[src/rtl/convcore_z_reader_pkg.sv]
`default_nettype none
// ============================================================================
// Module   : convcore_z_reader_pkg
// Purpose  : Shared types and constants for the MEMZ drain reader.
//            - zr_state_t : readout FSM states.
//            - CFG_*_FIELD: field index of sizeX / sizeY inside the packed
//              configuration word. The bit offset is field * ADDR_WIDTH.
// Revision : 1.0 - initial release
// ============================================================================
package convcore_z_reader_pkg;

  typedef enum logic [1:0] {
    ST_IDLE  = 2'd0,
    ST_READ  = 2'd1,
    ST_DRAIN = 2'd2,
    ST_FIN   = 2'd3
  } zr_state_t;

  localparam int CFG_SIZEX_FIELD = 0;
  localparam int CFG_SIZEY_FIELD = 1;

endpackage
`default_nettype wire

[src/rtl/convcore_z_reader_skid_fifo.sv]
`default_nettype none
// ============================================================================
// Module   : zread_skid_fifo
// Purpose  : Two-entry FIFO holding MEMZ words returned to the reader.
// Ports    : clk, rstn  - clock, async active-low reset
//            push, din  - write strobe / data (ignored when full, no pop)
//            pop        - remove head (ignored when empty)
//            dout       - current head word (register mux)
//            full, empty, count - occupancy status
// Revision : 1.0 - initial release
// ============================================================================
module zread_skid_fifo #(
  parameter int WIDTH = 16
) (
  input  logic             clk,
  input  logic             rstn,
  input  logic             push,
  input  logic [WIDTH-1:0] din,
  input  logic             pop,
  output logic [WIDTH-1:0] dout,
  output logic             full,
  output logic             empty,
  output logic [1:0]       count
);

  logic [WIDTH-1:0] mem0;
  logic [WIDTH-1:0] mem1;
  logic             wr_ptr;
  logic             rd_ptr;
  logic             do_push;
  logic             do_pop;

  assign empty   = (count == 2'd0);
  assign full    = (count == 2'd2);
  assign do_pop  = pop && !empty;
  assign do_push = push && (!full || do_pop);
  assign dout    = rd_ptr ? mem1 : mem0;

  always_ff @(posedge clk or negedge rstn) begin
    if (!rstn) begin
      mem0   <= '0;
      mem1   <= '0;
      wr_ptr <= 1'b0;
      rd_ptr <= 1'b0;
      count  <= 2'd0;
    end else begin
      if (do_push) begin
        if (wr_ptr) mem1 <= din;
        else        mem0 <= din;
        wr_ptr <= ~wr_ptr;
      end
      if (do_pop) rd_ptr <= ~rd_ptr;
      case ({do_push, do_pop})
        2'b10:   count <= count + 2'd1;
        2'b01:   count <= count - 2'd1;
        default: count <= count;
      endcase
    end
  end

endmodule
`default_nettype wire

[src/rtl/convcore_z_reader.sv]
`default_nettype none
// ============================================================================
// Module   : convcore_z_reader
// Purpose  : After a convolution completes, reads sizeX+sizeY-1 result words
//            from MEMZ (addresses 0..len-1) and streams them out over a
//            valid/ready interface.
// Ports    : clk, rstn           - clock, async active-low reset
//            start, config_in    - readout request, packed {sizeY, sizeX}
//            memZ_addr, memZ_re  - MEMZ read request (registered)
//            dataZ_in            - MEMZ read data, captured on the clock edge
//                                  that closes the memZ_re cycle
//            m_data/m_valid/m_ready/m_last - output stream
//            busy_out, done_out  - status (done_out is a one-cycle pulse)
// Revision : 1.0 - initial release
// ============================================================================
module convcore_z_reader
  import convcore_z_reader_pkg::*;
#(
  parameter int DATA_WIDTH = 8,
  parameter int ADDR_WIDTH = 5
) (
  input  logic                    clk,
  input  logic                    rstn,
  input  logic                    start,
  input  logic [2*ADDR_WIDTH-1:0] config_in,
  output logic [ADDR_WIDTH:0]     memZ_addr,
  output logic                    memZ_re,
  input  logic [2*DATA_WIDTH-1:0] dataZ_in,
  output logic [2*DATA_WIDTH-1:0] m_data,
  output logic                    m_valid,
  input  logic                    m_ready,
  output logic                    m_last,
  output logic                    busy_out,
  output logic                    done_out
);

  localparam int CW = ADDR_WIDTH + 1;

  zr_state_t             state;
  logic [CW-1:0]         len;
  logic [CW-1:0]         issued;
  logic [CW-1:0]         sent;
  logic [ADDR_WIDTH-1:0] size_x;
  logic [ADDR_WIDTH-1:0] size_y;
  logic [CW-1:0]         cfg_len;
  logic                  inflight;
  logic                  push;
  logic                  pop;
  logic                  fifo_full;
  logic                  fifo_empty;
  logic [1:0]            fifo_count;
  logic [1:0]            count_next;

  assign size_x  = config_in[CFG_SIZEX_FIELD*ADDR_WIDTH +: ADDR_WIDTH];
  assign size_y  = config_in[CFG_SIZEY_FIELD*ADDR_WIDTH +: ADDR_WIDTH];
  assign cfg_len = ((size_x == '0) || (size_y == '0)) ? '0 :
                   (CW'(size_x) + CW'(size_y) - CW'(1));

  // A read issued this cycle is the single read in flight; its data is
  // captured into the FIFO on the closing edge.
  assign inflight = memZ_re;
  assign push     = inflight;
  assign pop      = m_valid && m_ready;

  // Occupancy after the coming edge. Issuing the next read only while this
  // is below 2 keeps occupancy + in-flight within the two FIFO entries.
  assign count_next = fifo_count + {1'b0, push} - {1'b0, pop};

  zread_skid_fifo #(
    .WIDTH (2*DATA_WIDTH)
  ) u_fifo (
    .clk   (clk),
    .rstn  (rstn),
    .push  (push),
    .din   (dataZ_in),
    .pop   (pop),
    .dout  (m_data),
    .full  (fifo_full),
    .empty (fifo_empty),
    .count (fifo_count)
  );

  assign m_valid = !fifo_empty;
  assign m_last  = m_valid && (sent == len - CW'(1));

  always_ff @(posedge clk or negedge rstn) begin
    if (!rstn) begin
      state     <= ST_IDLE;
      len       <= '0;
      issued    <= '0;
      sent      <= '0;
      memZ_re   <= 1'b0;
      memZ_addr <= '0;
      busy_out  <= 1'b0;
      done_out  <= 1'b0;
    end else begin
      if (pop) sent <= sent + CW'(1);
      case (state)
        ST_IDLE: begin
          done_out <= 1'b0;
          if (start) begin
            len      <= cfg_len;
            sent     <= '0;
            busy_out <= 1'b1;
            if (cfg_len != '0) begin
              state     <= ST_READ;
              memZ_re   <= 1'b1;
              memZ_addr <= '0;
              issued    <= CW'(1);
            end else begin
              state    <= ST_FIN;
              issued   <= '0;
              done_out <= 1'b1;
            end
          end
        end
        ST_READ: begin
          if (issued == len) begin
            memZ_re <= 1'b0;
            state   <= ST_DRAIN;
          end else if (count_next < 2'd2) begin
            memZ_re   <= 1'b1;
            memZ_addr <= issued;
            issued    <= issued + CW'(1);
          end else begin
            memZ_re <= 1'b0;
          end
        end
        ST_DRAIN: begin
          if (pop && (sent == len - CW'(1))) begin
            state    <= ST_FIN;
            done_out <= 1'b1;
          end
        end
        ST_FIN: begin
          done_out <= 1'b0;
          busy_out <= 1'b0;
          state    <= ST_IDLE;
        end
        default: state <= ST_IDLE;
      endcase
    end
  end

endmodule
`default_nettype wire
[config.mk]
export PLATFORM = sky130hd
export DESIGN_NAME = convcore_z_reader
export DESIGN_NICKNAME = d
export VERILOG_FILES = /design/src/rtl/convcore_z_reader_pkg.sv /design/src/rtl/convcore_z_reader_skid_fifo.sv /design/src/rtl/convcore_z_reader.sv
export SDC_FILE = /design/constraint.sdc
export NUM_CORES = 1
export LEC_CHECK = 0
export ABC_AREA = 0
export BUFFER_PORTS_ARGS = -buffer_cell sky130_fd_sc_hd__buf_2
export CAP_MARGIN = 20
export CORE_UTILIZATION = 30
export DETAILED_ROUTE_END_ITERATION = 7
export SYNTH_ARGS = -nofsm -noshare
export SYNTH_HDL_FRONTEND = slang
export SYNTH_SLANG_ARGS = --single-unit
[constraint.sdc]
create_clock -name clk -period 3.3 [get_ports clk]
set_input_delay 0.495 -clock clk [delete_from_list [all_inputs] [get_ports clk]]
set_output_delay 0.495 -clock clk [all_outputs]
set_load 0.03 [all_outputs]
==> impl_metrics.ini <==
[yosys]
synth_ff_type = dfrtp_1
synthTopCellsByArea = dfrtp_1, mux2_2, ha_1
seq_area_frac_synth_pct = 45.5
synth.distinct_cells = 47
ys_warn_count = 0
netlist_instances = 320
netlist_area_mm2 = 0.00358
synth_edf_count = 0
synth_largest_area_cell = dfrtp_1
synth_seq_cells = 65
ys_async_sr_fraction_pct = 100
syn_nets = 370
synth_area_per_cell_um2 = 11.2
synth_top_area_share_pct = 45.5

[route]
finalWirelength_mm = 7.08
wl_per_cell_um = 13.4
viasPerCell = 4.70
first_pass_iters = 6
drc = 16
vias = 2486
ant_nets = 0
drtIter0Drc = 139

[timing]
worst_slack_ns = 0.415
setup_violations = 0
grt_setup_unrepaired = no
fin_crit_sh_pct = 87.4
drv_slew = 0
fin_tns_setup_ns = 0
post-route-min-period_ns = 2.89
fmax_ghz = 0.347
maxSlewHeadroom_pct = 43.1
hold_viol_final = 0
fin_worst_skew_ns = 0.00468
tightestPinTransition_ns = 0.851

[worst_setup_path]
critPathKind = flip-flop to flip-flop
required_ns = 3.55
max_stage_delay_ns = 0.46
slowest_stage = nor2b_2
start_kind = flip-flop
crit_chain = or2_2 > nand2_1 > inv_1 > ha_1 > nor2b_1 > xnor2_1 > o21ai_2 > a21oi_2 > nor2b_2 > mux2i_1
path_delay_family = simple AND/OR/NAND/NOR gates
crit_fanout = 7
worst_ep_arrival_time_ns = 3.14
worstSetupEndpointType = flip-flop
worst-path-buf-inv = 1

[pwr]
vdd_drop_max_mv = 0.266
p_int_mw = 1.58
switching_share_pct = 20.6
p_seq_share_pct = 40.1
leakagePower_nw = 2.19
clkPwrFrac_pct = 54.7
power_frac_comb_pct = 5.1
switchingPower_mw = 0.409
power_density_mw_per_mm2 = 457

[floorplanning]
fp-row-count = 39
die_w_um = 111
dieArea_mm2 = 0.0124
io-pin-count = 57
initial_utilization_pct = 31.1
coreArea_mm2 = 0.0115
chipHeight_um = 111

[final_layout]
drive_gt1_share_pct = 35.5
diodes = 0
final_nets = 431
syn2layout_area_growth_pct = 21.6

[cts]
cts_tree = built
post_cts_resized = 0
clockRootBuffer = clkbuf_16
clock_sinks = 65
cts_setup_buffers = 0
numCtsBuffers = 9
path_clk_slew_ns = 0.06
clock_latency_ns = 0.33
cts.path.max_buffers = 2
htree_levels = 3
hold_buffers = 0

[worst_hold_path]
hold_class = primary input to asynchronous set/reset pin

[outcome]
violations = DRC
outcome = complete, but fails checks

[place]
portBuffers = 56
dp_slack_ns = 0.198
hpwlAfterDp_mm = 5.21
place_congestion = 0.730

[global_routing]
overflow = 0
grt_pass1_wl_mm = 12.4
track_usage_pct = 12.7
antenna_found_initial = 0
grt_pass1_vias = 2568
grt_max_degree = 43

[flow_run]
max_cap_violations = 0
==> through the flow <==
| stage | hold slack, ns | std cells | cell area [um^2] | power, mW | util, % |
|---|---|---|---|---|---|
| final | 0.139 | 529 | 4350 | 1.99 | 37.8 |
| after global routing | 0.177 | 529 | 4350 | 2.07 | 37.8 |
| after CTS | 0.147 | 529 | 4350 | 2.02 | 37.8 |
| after detailed placement | 0.488 | 513 | 4010 | 0.917 | 34.8 |
| after global placement | 0.481 | 513 | 4010 | 0.912 | 34.8 |
| after floorplan | 0.199 | 320 | 3580 | 0.865 | - |
==> cell usage after synthesis (3+ instances only) <==
library cell	instances
nor2_1	20
dfrtp_1	65
a21oi_1	4
mux2_2	48
inv_1	34
a22o_1	3
o21ai_0	8
xor2_1	6
mux2i_1	7
xnor2_1	26
nand3_1	4
ha_1	19
nand2_1	20
nor2b_1	5
a21oi_2	3
nor3_1	5
buf_2	4
==> layout make-up <==
cell class	count	area, um^2
inverters	35	131
clock buffers	10	229
fillers	1159	7170
flip-flops and latches	65	1630
repair buffers	57	288
well taps	143	179
multi-input cells	213	1780
clock inverters	6	115
==> cell families after synthesis <==
group                      share of synthesized area (%)
DFF                                                 45.5
and+or+nand+nor                                     9.65
muxes                                               17.1
adders and majority gates                           7.20
AOI/OAI and AO/OA                                   8.04
xor gates and xnor gates                            7.83
buffers and inverters                               4.75
==> cells in the final DEF, fill, tap and decap left out, types with 2 or more instances in the layout <==
cell type,netlist,layout
mux2i_1,7,7
a21oi_1,4,4
xor2_1,6,6
a22o_1,3,3
nor2_1,20,20
nand3_1,4,4
mux2_2,48,48
nand2b_1,2,2
a2111oi_2,2,2
dfrtp_1,65,65
a211oi_1,2,2
a31o_2,2,2
buf_2,4,56
clkbuf_16,0,9
bufinv_16,0,3
nor3_1,5,5
a21oi_2,3,3
nand4_1,2,2
o31ai_1,2,2
nor2b_1,5,5
or4_4,2,2
or2_2,2,2
nand2_1,20,20
inv_1,34,34
o21ai_0,8,8
xnor2_1,26,26
a31oi_1,2,2
ha_1,19,19
==> layer usage <==
layer | vias up | GRT usage (%) | routed length [um]
li1 | 1213 | - | -
met1 | 1203 | 16.0 | 3290
met2 | 64 | 20.7 | 3340
met3 | 6 | 4.32 | 376
met4 | 0 | 3.42 | 77
met5 | - | 0 | 0
==> registers in the layout (all words and copies together), names as in the netlist <==
signal,cells
u_fifo.rd_ptr,1
issued,6
memZ_addr,6
u_fifo.mem1,16
u_fifo.mem0,16
state,2
busy_out,1
done_out,1
u_fifo.count,2
sent,6
len,6
memZ_re,1
u_fifo.wr_ptr,1
==> power by group through the flow <==
stage	clock (mW)	sequential [mW]	combinational, mW
after global routing	1.15	0.797	0.123
after global placement	0	0.812	0.101
after floorplan	0	0.812	0.0537
after CTS	1.11	0.797	0.106
final	1.09	0.798	0.102
after detailed placement	0	0.812	0.105
==> worst paths after layout <==
| path | start | endpoint | slack (ns) | cells after the start |
|---|---|---|---|---|
| max in group asynchronous | rstn | memZ_addr[4] | 2.23 | 2 |
| worst min register to register | u_fifo.mem0[3] | u_fifo.mem0[3] | 0.50 | 1 |
| worst max register to register | u_fifo.count[1] | memZ_addr[3] | 0.41 | 10 |
| min in group clk | dataZ_in[11] | u_fifo.mem1[11] | 0.41 | 2 |
| worst max-delay path | u_fifo.count[1] | memZ_addr[3] | 0.41 | 10 |
| worst min-delay path | rstn | u_fifo.mem0[15] | 0.14 | 1 |
Note: power is estimated with default switching activity, not from simulation.
